<file path="src/rtl/ctrl_pipe_unit.sv">
// ============================================================================
// Module      : ctrl_pipe_unit
// Description : Pipelined main control for the 5-stage RV32I core. Decodes the
//               opcode in ID, carries the 12-bit control bundle and rd through
//               ID/EX, EX/MEM and MEM/WB, inserts bubbles on flush and on
//               load-use hazards, and counts inserted bubbles (saturating).
//               Optional feature macro: CTRL_HAZARD_EN (load-use detection).
// Revision    : 1.0 - initial release
// ============================================================================
`default_nettype none

module ctrl_pipe_unit #(
  parameter int OPC_W   = 7,
  parameter int RADDR_W = 5,
  parameter int CNT_W   = 16
) (
  input  logic               clk,
  input  logic               rst_n,
  input  logic               id_valid,
  input  logic [OPC_W-1:0]   id_opcode,
  input  logic [RADDR_W-1:0] id_rs1,
  input  logic [RADDR_W-1:0] id_rs2,
  input  logic [RADDR_W-1:0] id_rd,
  input  logic               flush,
  output logic               hazard_stall,
  output logic [11:0]        ex_ctrl,
  output logic [RADDR_W-1:0] ex_rd,
  output logic [11:0]        mem_ctrl,
  output logic [RADDR_W-1:0] mem_rd,
  output logic [11:0]        wb_ctrl,
  output logic [RADDR_W-1:0] wb_rd,
  output logic [CNT_W-1:0]   bubble_cnt
);

  // Opcodes (inst[6:0])
  localparam logic [OPC_W-1:0] C_OPC_R      = OPC_W'(7'b0110011);
  localparam logic [OPC_W-1:0] C_OPC_LOAD   = OPC_W'(7'b0000011);
  localparam logic [OPC_W-1:0] C_OPC_STORE  = OPC_W'(7'b0100011);
  localparam logic [OPC_W-1:0] C_OPC_BRANCH = OPC_W'(7'b1100011);
  localparam logic [OPC_W-1:0] C_OPC_IALU   = OPC_W'(7'b0010011);
  localparam logic [OPC_W-1:0] C_OPC_LUI    = OPC_W'(7'b0110111);
  localparam logic [OPC_W-1:0] C_OPC_AUIPC  = OPC_W'(7'b0010111);
  localparam logic [OPC_W-1:0] C_OPC_JAL    = OPC_W'(7'b1101111);
  localparam logic [OPC_W-1:0] C_OPC_JALR   = OPC_W'(7'b1100111);

  // Bundle: [0]branch [1]jump [2]mem_read [3]mem_to_reg [4]mem_write
  //         [5]alu_src [6]reg_write [7]lui [8]auipc [10:9]alu_op [11]illegal
  localparam logic [11:0] C_BND_R       = 12'h440; // reg_write, alu_op=10
  localparam logic [11:0] C_BND_LOAD    = 12'h06C; // mem_read, mem_to_reg, alu_src, reg_write
  localparam logic [11:0] C_BND_STORE   = 12'h030; // mem_write, alu_src
  localparam logic [11:0] C_BND_BRANCH  = 12'h201; // branch, alu_op=01
  localparam logic [11:0] C_BND_IALU    = 12'h660; // alu_src, reg_write, alu_op=11
  localparam logic [11:0] C_BND_LUI     = 12'h6E0; // alu_src, reg_write, lui, alu_op=11
  localparam logic [11:0] C_BND_AUIPC   = 12'h160; // alu_src, reg_write, auipc
  localparam logic [11:0] C_BND_JUMP    = 12'h062; // jump, alu_src, reg_write
  localparam logic [11:0] C_BND_ILLEGAL = 12'h800;
  localparam logic [11:0] C_BND_BUBBLE  = 12'h000;

  logic [11:0]        w_dec;
  logic               w_hazard;
  logic               w_bubble_evt;

  logic [11:0]        r_ex_ctrl;
  logic [RADDR_W-1:0] r_ex_rd;
  logic [11:0]        r_mem_ctrl;
  logic [RADDR_W-1:0] r_mem_rd;
  logic [11:0]        r_wb_ctrl;
  logic [RADDR_W-1:0] r_wb_rd;
  logic [CNT_W-1:0]   r_cnt;

  // Opcode decode of the instruction currently in ID
  always_comb begin
    w_dec = C_BND_ILLEGAL;
    case (id_opcode)
      C_OPC_R:      w_dec = C_BND_R;
      C_OPC_LOAD:   w_dec = C_BND_LOAD;
      C_OPC_STORE:  w_dec = C_BND_STORE;
      C_OPC_BRANCH: w_dec = C_BND_BRANCH;
      C_OPC_IALU:   w_dec = C_BND_IALU;
      C_OPC_LUI:    w_dec = C_BND_LUI;
      C_OPC_AUIPC:  w_dec = C_BND_AUIPC;
      C_OPC_JAL:    w_dec = C_BND_JUMP;
      C_OPC_JALR:   w_dec = C_BND_JUMP;
      default:      w_dec = C_BND_ILLEGAL;
    endcase
  end

`ifdef CTRL_HAZARD_EN
  logic w_uses_rs1;
  logic w_uses_rs2;

  // Source-register usage; rd==x0 in EX never creates a dependency
  always_comb begin
    w_uses_rs1 = !((id_opcode == C_OPC_LUI) || (id_opcode == C_OPC_AUIPC) ||
                   (id_opcode == C_OPC_JAL));
    w_uses_rs2 = (id_opcode == C_OPC_R) || (id_opcode == C_OPC_STORE) ||
                 (id_opcode == C_OPC_BRANCH);
    w_hazard   = id_valid && r_ex_ctrl[2] && (r_ex_rd != '0) &&
                 ((w_uses_rs1 && (r_ex_rd == id_rs1)) ||
                  (w_uses_rs2 && (r_ex_rd == id_rs2)));
  end
`else
  // Without detection software schedules around loads; source fields are unused
  logic w_unused_rs;
  assign w_unused_rs = ^{id_rs1, id_rs2};
  assign w_hazard    = 1'b0;
`endif

  assign w_bubble_evt = flush || w_hazard;

  // ID/EX register: flush, then stall, then invalid ID all insert a bubble
  always_ff @(posedge clk or negedge rst_n) begin
    if (!rst_n) begin
      r_ex_ctrl <= C_BND_BUBBLE;
      r_ex_rd   <= '0;
    end else if (flush || w_hazard || !id_valid) begin
      r_ex_ctrl <= C_BND_BUBBLE;
      r_ex_rd   <= '0;
    end else begin
      r_ex_ctrl <= w_dec;
      r_ex_rd   <= id_rd;
    end
  end

  // EX/MEM and MEM/WB advance every cycle; the flushing instruction proceeds
  always_ff @(posedge clk or negedge rst_n) begin
    if (!rst_n) begin
      r_mem_ctrl <= C_BND_BUBBLE;
      r_mem_rd   <= '0;
      r_wb_ctrl  <= C_BND_BUBBLE;
      r_wb_rd    <= '0;
    end else begin
      r_mem_ctrl <= r_ex_ctrl;
      r_mem_rd   <= r_ex_rd;
      r_wb_ctrl  <= r_mem_ctrl;
      r_wb_rd    <= r_mem_rd;
    end
  end

  // Saturating bubble counter; simultaneous flush and stall is one bubble
  always_ff @(posedge clk or negedge rst_n) begin
    if (!rst_n) begin
      r_cnt <= '0;
    end else if (w_bubble_evt && (r_cnt != {CNT_W{1'b1}})) begin
      r_cnt <= r_cnt + CNT_W'(1);
    end
  end

  assign hazard_stall = w_hazard;
  assign ex_ctrl      = r_ex_ctrl;
  assign ex_rd        = r_ex_rd;
  assign mem_ctrl     = r_mem_ctrl;
  assign mem_rd       = r_mem_rd;
  assign wb_ctrl      = r_wb_ctrl;
  assign wb_rd        = r_wb_rd;
  assign bubble_cnt   = r_cnt;

endmodule

`default_nettype wire

</file>
<file path="config.mk">
export PLATFORM = sky130hd
export DESIGN_NAME = ctrl_pipe_unit
export DESIGN_NICKNAME = d
export VERILOG_FILES = /design/src/rtl/ctrl_pipe_unit.sv
export SDC_FILE = /design/constraint.sdc
export NUM_CORES = 1
export LEC_CHECK = 0
export ABC_AREA = 1
export CORE_UTILIZATION = 47
export CTS_CLUSTER_DIAMETER = 120
export DETAILED_ROUTE_END_ITERATION = 10
export PLACE_DENSITY = 0.84
export SLEW_MARGIN = 5
export SYNTH_ARGS = -nofsm -noshare
export SYNTH_HDL_FRONTEND = slang
export SYNTH_SLANG_ARGS = --single-unit
</file>
<file path="constraint.sdc">
create_clock -name clk -period 2.3 [get_ports clk]
set_input_delay 0.345 -clock clk [delete_from_list [all_inputs] [get_ports clk]]
set_output_delay 0.345 -clock clk [all_outputs]
set_load 0.1 [all_outputs]
</file>
## Word-level counts from Yosys, hierarchy flattened

Cells that the tools add are included.

| word-level totals | value |
|---|---|
| output and inout port bits | 68 |
| word-level logic and storage cells | 25 |
| bits in writable memories | 0 |
| memories kept | 0 |
| bits in latches | 0 |
| flip-flop bits (word level) | 67 |
| bits in read-only memories | 0 |

| operators by class | value |
|---|---|
| mux-type cells | 3 |
| $mul | 0 |
| shift operators | 0 |
| add/subtract/negate cells | 1 |
| reductions and logical operators | 4 |
| divide/modulo/power cells | 0 |
| order comparisons | 0 |
| bitwise logic cells | 0 |
| equality and inequality tests | 10 |

Operator list:

| operator | number |
|---|---|
| 12-bit one-hot mux with 8 select lines | 1 |
| 7-bit by 6-bit equality test with 1-bit output (second input constant) | 3 |
| 7-bit equality test (second input constant) | 3 |
| 16-bit by 1-bit adder with 16-bit output (second input constant) | 1 |
| 16-bit inequality test (second input constant) | 1 |
| 7-bit by 5-bit equality test with 1-bit output (second input constant) | 2 |
| 12-bit two-way mux | 1 |
| 7-bit by 2-bit equality test with 1-bit output (second input constant) | 1 |
| 5-bit two-way mux | 1 |
| 2-bit OR reduction | 1 |
| 1-bit logical AND | 1 |
| 1-bit logical NOT | 1 |
| 1-bit logical OR | 1 |

## Longest topological paths before layout

Gate-level depths: netlist of the first run.

| depth | value |
|---|---|
| depth after elaboration | 4 |
| mapped depth | 9 |

## Least setup slack after synthesis of the first run

Ideal clock, no wire load.

| timing path | value |
|---|---|
| path type | register to register |
| from | register r_cnt[0] (netlist: bubble_cnt[0]) |
| to | register r_cnt[12] (netlist: bubble_cnt[12]) |
| data arrival time | 2.067 ns |
| stages on the path, launching flop included | 10 |
| required time | 2.180 ns |
| path buffers | 1 |
| clock period less this slack | 2.187 ns |
| setup slack | 0.113 ns |
| library setup time | 0.120 ns |
| path through | dfrtp_1 ha_1 nand2_1 nor2_4 nand2_4 nor2_4 nor2_4 buf_6 nand3b_2 nand2_1 |

| on the way | value |
|---|---|
| longest elaborated chain between the ends | 2 |
| elaborated cells between the ends (all ways) | 3 |

RTL lines:

| element | line | source |
|---|---|---|
| start: declaration | 69 | `logic [CNT_W-1:0] r_cnt;` |
| start signal: assignment | 145 | `r_cnt <= r_cnt + CNT_W'(1);` |
| branches (longest 2 deep; another with 16-bit by 1-bit adder with 16-bit output) | n/a |  |

Parallel ways; which one is timed is not known.
A chain may end at the register's enable or synchronous reset.

## Final worst setup path of the first run

| timing path | value |
|---|---|
| from | register r_cnt[0] (netlist: bubble_cnt[0]) |
| to | register r_cnt[9] (netlist: bubble_cnt[9]) |

The elaborated chain is that of the path after synthesis.

==> results.sh, run 1 <==
export IMPL_rsz0062_at_grt="no"
export IMPL_die_w_um=75.1
export IMPL_viasPerCell=4.69
export IMPL_leakagePower_nw=1.78
export IMPL_ys_seq_area_share_pct=63.7
export IMPL_hpwl_um=3630
export IMPL_die_height_um=75.1
export IMPL_synthAdderAreaFrac_pct=0.498
export IMPL_antenna_found_initial=0
export IMPL_firstDrtPassIters=4
export IMPL_crit_chain="ha_1 > nand2_1 > nor2_4 > nand2_4 > nor2_4 > nor2_4 > nand2_1 > o21ai_2"
export IMPL_crit_path_max_fanout=17
export IMPL_cp_required_ps=2560
export IMPL_num_vias=1950
export IMPL_cts_repair_resized=0
export IMPL_setup_viol=0
export IMPL_grt_pass1_vias=1743
export IMPL_io_buffers=82
export IMPL_status="finished clean"
export IMPL_synthFlopType="dfrtp_1"
export IMPL_clock_skew_ps=8.96
export IMPL_cp_start_kind="flop"
export IMPL_synth_seq_cells=64
export IMPL_synthXorXnorAreaFrac_pct=2.09
export IMPL_core_um2=5140
export IMPL_yosysTopAreaCell="dfrtp_1"
export IMPL_fmax_ghz=0.590
export IMPL_crit_path_max_incr_delay_ps=450
export IMPL_place_ws_ps=528
export IMPL_synth_nets=280
export IMPL_wire_per_inst_um=12.1
export IMPL_reg2reg_from="bubble_cnt[0]$_DFFE_PN0P_"
export IMPL_area_growth_pct=37.1
export IMPL_clock_latency_ps=330
export IMPL_cp_arrival_ps=1960
export IMPL_cts_root_buf="clkbuf_8"
export IMPL_finalSetupTns_ps=0
export IMPL_async_flop_share_pct=100
export IMPL_nets=368
export IMPL_fin_hold_ws_ps=2.90
export IMPL_cts_buffer_depth=2
export IMPL_antenna_left=0
export IMPL_cts_setup_buffers=0
export IMPL_synth_commonest_cells="nand2_1 (71), dfrtp_1 (64), nor2_1 (31)"
export IMPL_power_density_nw_per_um2=923
export IMPL_synth_top_family_by_area="simple AND/OR/NAND/NOR gates"
export IMPL_setup_slack_ps=604
export IMPL_ios=94
export IMPL_grt_usage_pct=19.7
export IMPL_hp_class="in2async"
export IMPL_drtIter0Drc=126
export IMPL_die_area_um2=5640
export IMPL_synth_warnings=0
export IMPL_hold_buffers=0
export IMPL_filler_cell_count=412
export IMPL_synthCells=253
export IMPL_drv_slew=0
export IMPL_wl_um=5050
export IMPL_worstMarginPinSlew_ps=503
export IMPL_maxSlewHeadroom_pct=66.2
export IMPL_htree_num_levels=3
export IMPL_clk_pin_slew_ps=80
export IMPL_drcViolationCount=0
export IMPL_ys_top_cells_by_area="dfrtp_1 (64%), nand2_1 (11%), nor2_1 (4.6%), inv_1 (3.3%), nand3_1 (2.0%)"
export IMPL_gp_congestion=0.768
export IMPL_synth_top_area_share_pct=63.7
export IMPL_cts_buffers=9
export IMPL_cts_tree="yes"
export IMPL_path_class="reg2reg"
export IMPL_avgSynthCellArea_um2=9.94
export IMPL_grt_pass1_wl_um=8180
export IMPL_worstSetupEndpointType="flop"
export IMPL_maxCapViolations=0
export IMPL_synth_simple_area_share_pct=23.3
export IMPL_hold_violations=0
export IMPL_synthMuxAreaShare_pct=0
export IMPL_fin_crit_ps=1700
export IMPL_start_util_pct=48.9
export IMPL_cts_sinks=64
export IMPL_fin_crit_sh_pct=73.7
export IMPL_critical_path_most_common_cell="nor2_4"
export IMPL_synth_compound_area_share_pct=4.23
export IMPL_yosys_cell_types_count=27
export IMPL_slowest_stage="dfrtp_1"
export IMPL_startpoint="bubble_cnt[0]$_DFFE_PN0P_"
export IMPL_core_rowCount=26
export IMPL_grt_remaining_overflow=0
export IMPL_synth_most_common_cell="nand2_1"
export IMPL_antenna_cells=0
export IMPL_peakVddDrop_mv=0.579
export IMPL_synth_edff_count=0
export IMPL_synth_area_um2=2510
export IMPL_drive_gt1_share_pct=29.8
export IMPL_grt_max_degree=65
## worst max-delay path: cells and delay by family (launching register included)
| kind | cells | cell delay (ps) |
|---|---|---|
| compound gates | 1 | 70 |
| fa+ha+maj | 1 | 280 |
| flops | 1 | 450 |
| simple gates | 6 | 830 |
## path summary, 6_finish.rpt
kind	to	slack, ps	cells after the start
worst max-delay path	bubble_cnt[9]$_DFFE_PN0P_	600	8
worst min-delay path	bubble_cnt[7]$_DFFE_PN0P_	3	2
worst max register to register	bubble_cnt[9]$_DFFE_PN0P_	600	8
worst min register to register	wb_rd[1]$_DFF_PN0_	380	0
max in group asynchronous	bubble_cnt[14]$_DFFE_PN0P_	2020	2
min in group clk	wb_rd[1]$_DFF_PN0_	380	0
## report_power, final
group	switching [mW]	internal (mW)	leakage (nW)
logic	0.654	0.179	0.798
clock network	0.454	0.621	0.110
registers	0.0839	1.19	0.874
total	1.19	1.99	1.78
## cell families after synthesis
logic type      after synthesis
other cells                   1
simple gates                133
fa+ha+maj                     1
xor+xnor                      6
flops                        64
compound gates               16
buf+inv                      32
## state kept, by name, summed over array words and instances (netlist names)
| name | count |
|---|---|
| mem_ctrl | 11 |
| mem_rd | 5 |
| ex_ctrl | 11 |
| wb_rd | 5 |
| wb_ctrl | 11 |
| ex_rd | 5 |
| bubble_cnt | 16 |
## metrics by stage
step	cell area (µm²)	std cells	total power, mW	util (%)
finish	3450	416	3.18	67.0
global route	3450	416	3.31	67.0
CTS	3450	416	3.21	67.0
detailed placement	3220	400	2.13	62.6
global placement	3220	400	2.11	62.6
floorplan	2510	253	1.93	-
## per-layer routing
metal	part of all wire, %	track usage [%]	vias to the layer above
met3	4.2	4.15	4
li1	-	-	967
met1	44	26.6	924
met5	0	0	-
met2	51	30.8	55
met4	1.0	8.64	0
## cell usage in the layout, fill, tap and decap left out
cell type / synthesis / layout
nor2_4: 3 / 3
clkdlybuf4s50_1: 0 / 14
a21oi_1: 5 / 5
clkinvlp_4: 0 / 1
inv_1: 22 / 22
ha_1: 1 / 1
clkinv_4: 0 / 2
nor2_2: 3 / 3
nand2_2: 2 / 2
inv_6: 0 / 2
o21ai_1: 4 / 4
buf_4: 4 / 68
buf_2: 1 / 1
nand3b_2: 1 / 1
nand2_4: 1 / 1
nor4_1: 2 / 2
nand4_1: 6 / 6
dfrtp_1: 64 / 64
buf_12: 0 / 1
clkinv_1: 1 / 1
bufinv_16: 0 / 2
xor2_1: 2 / 2
nand2_1: 71 / 71
conb_1: 1 / 1
nor2_1: 31 / 31
o21ai_0: 2 / 2
o21ai_4: 1 / 1
o21ai_2: 4 / 4
inv_2: 2 / 2
xnor2_1: 4 / 4
nor3_1: 3 / 3
nand3_1: 10 / 10
clkbuf_8: 0 / 9
## layout make-up
type	count	area, µm²	share of cell area (%)
repair buffers	84	676	19.6
inverters	25	93.8	2.72
well taps	70	87.6	2.54
multi-input cells	157	761	22.1
clock buffers	9	124	3.59
clock inverters	7	103	2.98
flip-flops and latches	64	1600	46.5
(Power assumes the default switching activity.)
==> run 2: changes to the inputs <==
CORE_UTILIZATION = 44   (was 47)
PLACE_DENSITY = 0.8   (was 0.84)
clock period = 1.62 ns   (was 2.3 ns; I/O delays follow)
==> run 2 against run 1 <==
Clock skew down 1.5 ps. Sequential share of layout area fell by 9.3 points. Register-to-register slack worse by 540 ps. Flip-flop and latch count is the same. Power is 52% higher. Utilization is 13 points higher. Setup slack got worse by 540 ps. Sequential power up 50%. Routed wire length up 42%. Non-clock buffer count increased by 8. Critical path type unchanged.
==> results.sh, run 2 (synthesis results as in run 1) <==
export IMPL_grt_max_degree=65
export IMPL_drtIter0Drc=233
export IMPL_clk_pin_slew_ps=70
export IMPL_fin_hold_ws_ps=432
export IMPL_cp_start_kind="flop"
export IMPL_antenna_found_initial=0
export IMPL_ios=94
export IMPL_stdcell_area_um2=4410
export IMPL_grt_remaining_overflow=0
export IMPL_clock_skew_ps=7.48
export IMPL_drive_gt1_share_pct=36.3
export IMPL_fin_crit_ps=1550
export IMPL_crit_path_max_fanout=11
export IMPL_drv_slew=0
export IMPL_start_util_pct=45.6
export IMPL_path_class="reg2reg"
export IMPL_hpwl_um=4920
export IMPL_regArea_um2=1640
export IMPL_rsz0062_at_grt="no"
export IMPL_status="finished clean"
export IMPL_clock_latency_ps=330
export IMPL_dpl_instance_area_um2=4150
export IMPL_power_density_nw_per_um2=1100
export IMPL_drcViolationCount=0
export IMPL_cts_tree="yes"
export IMPL_finalNonFillerCells=425
export IMPL_worst_r2r_path_depth=8
export IMPL_antenna_cells=0
export IMPL_largest_reg_flops=16
export IMPL_worstSetupEndpointType="flop"
export IMPL_peakVddDrop_mv=0.965
export IMPL_die_height_um=77.6
export IMPL_core_um2=5510
export IMPL_fin_crit_sh_pct=96.0
export IMPL_wire_per_inst_um=16.8
export IMPL_multi_input_area_um2=778
export IMPL_grt_usage_pct=26.8
export IMPL_wl_um=7160
export IMPL_cts_buffers=9
export IMPL_maxCapViolations=0
export IMPL_cts_root_buf="clkbuf_8"
export IMPL_cts_sinks=64
export IMPL_finalSetupTns_ps=0
export IMPL_cts_buffer_depth=2
export IMPL_filler_cell_count=272
export IMPL_antenna_left=0
export IMPL_die_area_um2=6020
export IMPL_fmax_ghz=0.643
export IMPL_placed_cells=405
export IMPL_firstDrtPassIters=4
export IMPL_hp_class="reg2reg"
export IMPL_cp_required_ps=1870
export IMPL_final_cell_mix="nand2_1 (70), buf_12 (70), dfrtp_1 (48)"
export IMPL_die_w_um=77.6
export IMPL_core_rowCount=27
export IMPL_area_growth_pct=75.3
export IMPL_grt_pass1_wl_um=11600
export IMPL_setup_viol=0
export IMPL_nets=376
export IMPL_grt_pass1_vias=2185
export IMPL_power_mw=4.83
export IMPL_hold_violations=0
export IMPL_cp_arrival_ps=1800
export IMPL_leakagePower_nw=2.00
export IMPL_viasPerCell=5.06
export IMPL_hold_depth=0
export IMPL_io_buffers=82
export IMPL_htree_num_levels=3
export IMPL_gp_congestion=0.805
export IMPL_num_vias=2151
-- run 2: changes by cell type in the layout (fill, tap and decap cells not counted), moves of 3 or more --
cell,before,now
buf_12,1,70
dfrtp_4,0,6
dfrtp_1,64,48
dfrtp_2,0,10
buf_4,68,6
clkbuf_8,9,12
-- run 2: through the flow --
step / util [%] / setup slack, ps
after CTS: 79.7 / 44.5
after floorplan: - / -1.80
after global routing: 80.0 / 0.409
after global placement: 75.3 / 117
after detailed placement: 75.3 / 3.37
final: 80.0 / 65.5
-- run 2: metal layers --
metal | part of all wire, % | GRT usage (%)
met5 | 0 | 0
met4 | 3.6 | 17.2
met3 | 5.5 | 5.29
met2 | 56 | 47.3
met1 | 35 | 29.2
-- run 2: worst paths after layout --
check | startpoint | end | slack (ps)
worst max register to register | bubble_cnt[1]$_DFFE_PN0P_ | bubble_cnt[5]$_DFFE_PN0P_ | 70
worst max-delay path | bubble_cnt[1]$_DFFE_PN0P_ | bubble_cnt[5]$_DFFE_PN0P_ | 70
max in group asynchronous | rst_n | bubble_cnt[0]$_DFFE_PN0P_ | 860
worst min register to register | mem_ctrl[10]$_DFF_PN0_ | wb_ctrl[10]$_DFF_PN0_ | 430
worst min-delay path | mem_ctrl[10]$_DFF_PN0_ | wb_ctrl[10]$_DFF_PN0_ | 430
min in group asynchronous | rst_n | mem_ctrl[9]$_DFF_PN0_ | 450
-- run 2: final cells by class --
| type | count | area share, % |
|---|---|---|
| Sequential cell | 64 | 37.1 |
| Timing Repair Buffer | 92 | 36.4 |
| Multi-Input combinational cell | 157 | 17.7 |
| Clock buffer | 12 | 3.75 |
| Inverter | 25 | 2.13 |
| Tap cell | 72 | 2.04 |
| Clock inverter | 3 | 0.909 |
-- run 2: power breakdown --
group | switching (mW) | internal, mW | total (mW)
sequential | 0.192 | 1.71 | 1.91
combinational | 0.985 | 0.528 | 1.51
clock | 0.587 | 0.823 | 1.41
total | 1.76 | 3.06 | 4.83
-- run 2: critical path: stages, from the launching register on --
cell and delay, ps:
dfrtp_4 470, ha_4 170, nand2_2 80, nor2_4 140, nand2_4 100, o21ai_4 200
buf_12 150, nand2_1 60, o21ai_1 90
-- run 2: timing repair --
item	in CTS	in global routing
hold buffers	1	0
endpoints found under the setup margin	4	6
pin swaps	1	0
gates resized for setup	0	1
buffers inserted	2	2
hold endpoints to repair	64	0
cloned	0	0
